$ cat src/rtl/drive_pkg.sv
// rtl/drive_pkg.sv - shared types and constants for the motor PWM driver
// Contents: drive_cmd_e (steering commands), wheel_state_e (per-wheel ramp FSM),
//           DIR_FWD / DIR_REV H-bridge direction encodings.
package drive_pkg;

    typedef enum logic [2:0] {
        CMD_STOP       = 3'd0,
        CMD_FAST_LEFT  = 3'd1,
        CMD_LEFT       = 3'd2,
        CMD_STRAIGHT   = 3'd3,
        CMD_RIGHT      = 3'd4,
        CMD_FAST_RIGHT = 3'd5
    } drive_cmd_e;

    typedef enum logic [1:0] {
        IDLE  = 2'd0,
        RAMP  = 2'd1,
        DECEL = 2'd2
    } wheel_state_e;

    localparam logic DIR_FWD = 1'b0;
    localparam logic DIR_REV = 1'b1;

endpackage

$ cat src/rtl/wheel_ramp.sv
// rtl/wheel_ramp.sv - per-wheel slew-limited duty/direction FSM
// Ports: clk, reset (async, active-high), tick (ramp strobe), target_dir, target_duty in;
//        duty, dir out (registered). Direction only changes while duty is zero.
module wheel_ramp
    import drive_pkg::*;
#(
    parameter int PWM_BITS  = 8,
    parameter int RAMP_STEP = 8
) (
    input  logic                clk,
    input  logic                reset,
    input  logic                tick,
    input  logic                target_dir,
    input  logic [PWM_BITS-1:0] target_duty,
    output logic [PWM_BITS-1:0] duty,
    output logic                dir
);

    // One extra bit so sums and differences never wrap.
    localparam int W = PWM_BITS + 1;
    localparam logic [W-1:0] STEP = W'(RAMP_STEP);

    wheel_state_e        state_q, state_d;
    logic [PWM_BITS-1:0] duty_q, duty_d;
    logic                dir_q, dir_d;

    logic [W-1:0] duty_w, tgt_w, up_w, decel_w, toward_w;

    always_comb begin
        duty_w  = {1'b0, duty_q};
        tgt_w   = {1'b0, target_duty};
        up_w    = duty_w + STEP;
        decel_w = (duty_w <= STEP) ? '0 : duty_w - STEP;
        // Move toward a non-zero target, landing exactly on it.
        if (duty_w < tgt_w) begin
            toward_w = (up_w >= tgt_w) ? tgt_w : up_w;
        end else if ((duty_w - tgt_w) <= STEP) begin
            toward_w = tgt_w;
        end else begin
            toward_w = duty_w - STEP;
        end

        state_d = state_q;
        duty_d  = duty_q;
        dir_d   = dir_q;
        if (tick) begin
            case (state_q)
                IDLE: begin
                    // Direction is latched here, at zero duty, together with the first step.
                    if (target_duty != '0) begin
                        dir_d   = target_dir;
                        duty_d  = toward_w[PWM_BITS-1:0];
                        state_d = RAMP;
                    end
                end
                RAMP: begin
                    if ((target_duty == '0) || (target_dir != dir_q)) begin
                        duty_d  = decel_w[PWM_BITS-1:0];
                        state_d = (decel_w == '0) ? IDLE : DECEL;
                    end else begin
                        duty_d = toward_w[PWM_BITS-1:0];
                    end
                end
                DECEL: begin
                    duty_d  = decel_w[PWM_BITS-1:0];
                    state_d = (decel_w == '0) ? IDLE : DECEL;
                end
                default: begin
                    duty_d  = '0;
                    state_d = IDLE;
                end
            endcase
        end
    end

    always_ff @(posedge clk or posedge reset) begin
        if (reset) begin
            state_q <= IDLE;
            duty_q  <= '0;
            dir_q   <= DIR_FWD;
        end else begin
            state_q <= state_d;
            duty_q  <= duty_d;
            dir_q   <= dir_d;
        end
    end

    assign duty = duty_q;
    assign dir  = dir_q;

endmodule

$ cat src/rtl/motor_pwm_driver.sv
// rtl/motor_pwm_driver.sv - steering command to two-wheel PWM + direction driver
// Ports: clk, reset (async, active-high), drive_command[2:0], valid in;
//        pwm_left, pwm_right, dir_left, dir_right, timeout out (all registered).
// Option: define MOTOR_WATCHDOG_EN to force Stop after TIMEOUT_CYCLES without valid.
module motor_pwm_driver
    import drive_pkg::*;
#(
    parameter int PWM_BITS       = 8,
    parameter int DUTY_FAST      = 240,
    parameter int DUTY_SLOW      = 128,
    parameter int RAMP_DIV       = 50000,
    parameter int RAMP_STEP      = 8,
    parameter int TIMEOUT_CYCLES = 5000000
) (
    input  logic       clk,
    input  logic       reset,
    input  logic [2:0] drive_command,
    input  logic       valid,
    output logic       pwm_left,
    output logic       pwm_right,
    output logic       dir_left,
    output logic       dir_right,
    output logic       timeout
);

    localparam int DIV_W = $clog2(RAMP_DIV + 1);
    localparam int WD_W  = $clog2(TIMEOUT_CYCLES + 1);
    localparam logic [PWM_BITS-1:0] FAST = PWM_BITS'(DUTY_FAST);
    localparam logic [PWM_BITS-1:0] SLOW = PWM_BITS'(DUTY_SLOW);

    if (RAMP_DIV < 1 || RAMP_STEP < 1 || TIMEOUT_CYCLES < 1 || DUTY_FAST >= 2 ** PWM_BITS) begin : g_param_check
        $error("motor_pwm_driver: illegal parameter value");
    end

    logic [2:0]          cmd_q, cmd_d;
    logic [DIV_W-1:0]    div_q, div_d;
    logic [PWM_BITS-1:0] cnt_q, cnt_d;
    logic                pwm_l_q, pwm_l_d, pwm_r_q, pwm_r_d;
    logic                tick;
    logic                tdir_l, tdir_r;
    logic [PWM_BITS-1:0] tduty_l, tduty_r, duty_l, duty_r;

`ifdef MOTOR_WATCHDOG_EN
    logic [WD_W-1:0] wd_q, wd_d;
    logic            timeout_q, timeout_d;
    localparam logic [WD_W-1:0] WD_MAX = WD_W'(TIMEOUT_CYCLES);

    // valid has priority over expiry; the counter saturates so Stop is forced once.
    always_comb begin
        cmd_d     = cmd_q;
        wd_d      = wd_q;
        timeout_d = timeout_q;
        if (valid) begin
            cmd_d     = drive_command;
            wd_d      = '0;
            timeout_d = 1'b0;
        end else if (wd_q != WD_MAX) begin
            wd_d = wd_q + 1'b1;
            if (wd_q == WD_MAX - 1'b1) begin
                cmd_d     = CMD_STOP;
                timeout_d = 1'b1;
            end
        end
    end

    always_ff @(posedge clk or posedge reset) begin
        if (reset) begin
            wd_q      <= '0;
            timeout_q <= 1'b0;
        end else begin
            wd_q      <= wd_d;
            timeout_q <= timeout_d;
        end
    end

    assign timeout = timeout_q;
`else
    always_comb begin
        cmd_d = valid ? drive_command : cmd_q;
    end

    assign timeout = 1'b0;
`endif

    // Shared ramp divider: tick is high for the last cycle of each RAMP_DIV period.
    always_comb begin
        tick  = (div_q == DIV_W'(RAMP_DIV - 1));
        div_d = tick ? '0 : div_q + 1'b1;
        cnt_d = cnt_q + 1'b1;
    end

    // Target decode; codes 6/7 fall into the Stop default.
    always_comb begin
        tdir_l  = DIR_FWD;
        tdir_r  = DIR_FWD;
        tduty_l = '0;
        tduty_r = '0;
        case (cmd_q)
            CMD_FAST_LEFT:  begin tdir_l = DIR_REV; tduty_l = FAST; tduty_r = FAST; end
            CMD_LEFT:       begin tduty_l = SLOW; tduty_r = FAST; end
            CMD_STRAIGHT:   begin tduty_l = FAST; tduty_r = FAST; end
            CMD_RIGHT:      begin tduty_l = FAST; tduty_r = SLOW; end
            CMD_FAST_RIGHT: begin tdir_r = DIR_REV; tduty_l = FAST; tduty_r = FAST; end
            default:        ;
        endcase
    end

    wheel_ramp #(.PWM_BITS(PWM_BITS), .RAMP_STEP(RAMP_STEP)) u_wheel_left (
        .clk(clk), .reset(reset), .tick(tick), .target_dir(tdir_l),
        .target_duty(tduty_l), .duty(duty_l), .dir(dir_left)
    );

    wheel_ramp #(.PWM_BITS(PWM_BITS), .RAMP_STEP(RAMP_STEP)) u_wheel_right (
        .clk(clk), .reset(reset), .tick(tick), .target_dir(tdir_r),
        .target_duty(tduty_r), .duty(duty_r), .dir(dir_right)
    );

    always_comb begin
        pwm_l_d = ({1'b0, duty_l} > {1'b0, cnt_q});
        pwm_r_d = ({1'b0, duty_r} > {1'b0, cnt_q});
    end

    always_ff @(posedge clk or posedge reset) begin
        if (reset) begin
            cmd_q   <= CMD_STOP;
            div_q   <= '0;
            cnt_q   <= '0;
            pwm_l_q <= 1'b0;
            pwm_r_q <= 1'b0;
        end else begin
            cmd_q   <= cmd_d;
            div_q   <= div_d;
            cnt_q   <= cnt_d;
            pwm_l_q <= pwm_l_d;
            pwm_r_q <= pwm_r_d;
        end
    end

    assign pwm_left  = pwm_l_q;
    assign pwm_right = pwm_r_q;

endmodule
$ cat config.mk
export PLATFORM = sky130hd
export DESIGN_NAME = motor_pwm_driver
export DESIGN_NICKNAME = d
export VERILOG_FILES = /design/src/rtl/drive_pkg.sv /design/src/rtl/wheel_ramp.sv /design/src/rtl/motor_pwm_driver.sv
export SDC_FILE = /design/constraint.sdc
export NUM_CORES = 1
export LEC_CHECK = 0
export CAP_MARGIN = 0
export CORE_MARGIN = 2
export CORE_UTILIZATION = 55
export CTS_CLUSTER_SIZE = 10
export DETAILED_ROUTE_END_ITERATION = 16
export DONT_BUFFER_PORTS = 1
export GPL_TIMING_DRIVEN = 0
export PLACE_DENSITY = 0.7
export SLEW_MARGIN = 30
export SYNTH_ARGS = -nofsm -noshare
export SYNTH_HDL_FRONTEND = slang
export SYNTH_HIERARCHICAL = 1
export SYNTH_SLANG_ARGS = --single-unit
$ cat constraint.sdc
create_clock -name clk -period 3.55 [get_ports clk]
set_input_delay 0.355 -clock clk [delete_from_list [all_inputs] [get_ports clk]]
set_output_delay 0.355 -clock clk [all_outputs]
set_load 0.01 [all_outputs]
==> flow_summary.toml <==
[placed_design]
dp_slack_ns = -0.3171
io_buffers = 0
globalplace.congestion = 0.9004
dp_hpwl_mm = 7.794
dp.cells = 664

[clock_network]
clkSinkCount = 51
clock_tree.buffer_depth = 2
htreeDepth = 2
path_clk_slew_ns = 0.10
cts-buffers-inserted = 5
cts_tree = "yes"
clock-root-buffer = "clkbuf_8"
clk_latency_ns = 0.30

[timing]
period_needed_ns = 3.352
fin_hold_ws_ns = -0.01247
skew_ns = 0.01009
period_share_pct = 94.42
maxSlewViolCount = 0
setup_violations = 0
tightest_slew_ns = 0.7127
hold_viol_final = 3
fin_ws_ns = 0.1980
relSlewSlack_pct = 52.16
max_freq_ghz = 0.2983

[outcome]
status = "complete, but fails checks"
violations = "negative hold slack"

[grt]
grt_pass1_wl_mm = 17.58
grt_use_met2_pct = 41.43
busiest_layer = "met2"
grt_pass1_vias = 3799
met3_usage_pct = 2.428
grt_overflow_total = 0
grt_start_max_net_pins = 30
met1_usage_pct = 31.40
antenna_found_initial = 0
grt.total_usage_pct = 23.53

[worst_setup_path]
crit_path_end_kind = "flop"
critPathSlowestCell = "dfrtp_2"
cp_data_required_time_ns = 3.74
path_cells = "nor2_1 > a21oi_4 > inv_1 > ha_1 > o211a_1 > a211oi_1 > a21oi_2 > a22o_2 > nor4_4 > buf_4 > or3_4 > nand3_2 > a32o_1"
crit_path_max_fanout = 9
max_stage_delay_ns = 0.49
path_class = "reg2reg"
startpoint_type = "flop"
arrival_ns = 3.54
path_delay_family = "compound AO/OA/AOI/OAI gates"
critPathBufInv = 2

[logic_synthesis]
ys_types = 60
ys_seq_area_share_pct = 27.46
synthesis.area_um2 = 4648
async_flop_share_pct = 100.0
ys_ff_latch = 51
yosysWarnings = 6
ys.flop_type = "dfrtp_1"
avgSynthCellArea_um2 = 8.737
syn_inst = 532
synth_edf_count = 0

[job]
cap_violations = 0

[floorplan]
row_count = 33
dieArea_um2 = 9203
core_area_um2 = 8217
fp.dieH_um = 95.93
die_x_um = 95.93
start_util_pct = 56.57
io-pin-count = 11

[detailed_routing]
routedWlPerCell_um = 14.97
wl_mm = 10.11
firstDrtPassIters = 5
drc = 0
ant_nets = 0
initialDrtViolationCount = 182
viasPerCell = 5.972
vias = 4031

[layout]
final_nets = 633
area_growth_pct = 8.856
antenna_cells = 0
drive_above_1_share_pct = 10.00
instances_no_fill = 675
utilization_pct = 61.58

[power_and_ir_drop]
p_total_mw = 1.206
ir_worst_vdd_mv = 0.1796
p_leak_nw = 2.324
powerDensity_nw_per_um2 = 238.3

[worst_hold_path]
hold_path_class = "in2async"
[through the flow]
stage | hold slack (ns) | setup TNS, ns | cell area, um^2
6_report | -0.01247 | 0 | 5060
5_1_grt | 0.03635 | -0.0004454 | 5060
4_1_cts | 0.003929 | 0 | 5020
3_5_place_dp | 0.2684 | -3.085 | 4885
3_3_place_gp | 0.2665 | -2.350 | 4877
2_1_floorplan | 0.2074 | 0 | 4746
[cells in the mapped netlist, types with 3 or more instances]
cell type / n / area [um^2]
ha_1: 58 / 725.7
dfrtp_1: 51 / 1276
inv_1: 46 / 172.7
a21oi_1: 34 / 170.2
nor2_1: 29 / 108.9
nand2_1: 28 / 105.1
nand3_1: 22 / 110.1
nor3_1: 20 / 100.1
o21ai_0: 20 / 100.1
xnor2_1: 17 / 148.9
xor2_1: 15 / 131.4
nand4_1: 12 / 75.07
o21a_1: 12 / 90.09
nand2b_1: 11 / 68.82
nand3b_1: 10 / 75.07
nor4_1: 9 / 56.30
a31oi_1: 8 / 50.05
clkbuf_1: 8 / 30.03
nor2b_1: 8 / 50.05
o21ai_1: 8 / 40.04
a21oi_2: 6 / 52.55
a32o_1: 6 / 60.06
mux2_2: 6 / 67.56
a2111oi_2: 4 / 60.06
a211oi_1: 4 / 30.03
a21o_1: 4 / 30.03
a221o_1: 4 / 40.04
and3_1: 4 / 25.02
buf_2: 4 / 20.02
o211ai_1: 4 / 30.03
o22ai_1: 4 / 25.02
o31ai_1: 4 / 30.03
mux2i_1: 3 / 30.03
nor4_4: 3 / 63.81
[registers in the layout (all words and copies together) (netlist names)]
| register | flops |
|---|---|
| cmd_q | 3 |
| cnt_q | 8 |
| div_q | 16 |
| pwm_left | 1 |
| pwm_right | 1 |
| u_wheel_left/dir | 1 |
| u_wheel_left/duty | 8 |
| u_wheel_left/state_q | 2 |
| u_wheel_right/dir | 1 |
| u_wheel_right/duty | 8 |
| u_wheel_right/state_q | 2 |
[logic make-up after synthesis]
group,after synthesis,synth area share (%)
muxes,9,2.100
DFF,51,27.46
buffers and inverters,61,5.115
adders and majority gates,58,15.61
AOI/OAI and AO/OA,142,21.48
xor gates and xnor gates,32,6.030
other,1,0.08068
and+or+nand+nor,178,22.13
[area by class of cell]
type,instances,area [um^2]
sequential,51,1279
clock buffer,6,82.58
multi-input combinational,446,3254
fill,731,3157
inverter,48,180.2
timing repair buffer,6,47.55
buffer,11,50.05
tap,105,131.4
clock inverter,2,35.03
[repair_timing]
item,in CTS,in global routing
pin swaps,0,2
setup buffers,0,4
gates resized for setup,3,3
hold endpoints to repair,22,0
endpoints found under the setup margin,15,14
gates cloned,0,0
hold buffers,1,0
[power breakdown]
group,internal (mW),total [mW],switching [mW]
Clock,0.228,0.423,0.195
Combinational,0.0672,0.189,0.122
Sequential,0.584,0.594,0.00928
[worst reg2reg max path, cell delays in order, from the launching register on]
cell and delay [ns]:
dfrtp_2 0.49, nor2_1 0.10, a21oi_4 0.27, inv_1 0.11
ha_1 0.40, o211a_1 0.25, a211oi_1 0.36, a21oi_2 0.08
a22o_2 0.29, nor4_4 0.20, buf_4 0.18, or3_4 0.14
nand3_2 0.09, a32o_1 0.27
[final timing paths]
| kind | from | end | slack, ns | cells after the start |
|---|---|---|---|---|
| max | cmd_q[1] | u_wheel_right/duty[1] | 0.20 | 13 |
| min | reset | cmd_q[2] | -0.01 | 1 |
| max reg2reg | cmd_q[1] | u_wheel_right/duty[1] | 0.20 | 13 |
| min reg2reg | cnt_q[4] | cnt_q[4] | 0.48 | 1 |
| max in group asynchronous | reset | u_wheel_right/duty[1] | 2.69 | 2 |
| min in group clk | drive_command[2] | cmd_q[2] | 0.19 | 1 |
[cell usage in the layout (no fill, tap or decap), types with 9 or more instances in the layout]
master	count
xor2_1	15
o21ai_0	20
ha_1	58
nor4_1	9
nand3b_1	10
xnor2_1	17
conb_1	27
a21oi_1	32
nor2_1	29
o21a_1	12
nand3_1	22
dfrtp_1	49
inv_1	45
nand2b_1	11
nand4_1	12
nand2_1	28
nor3_1	20
[routing by layer]
metal,share of wire [%],wire [um],vias to the layer above
li1,-,-,2014
met5,0,0,-
met4,0.64,65,0
met3,2.8,278,7
met2,49,4947,60
met1,48,4815,1950
Note: power is estimated with default switching activity, not from simulation.
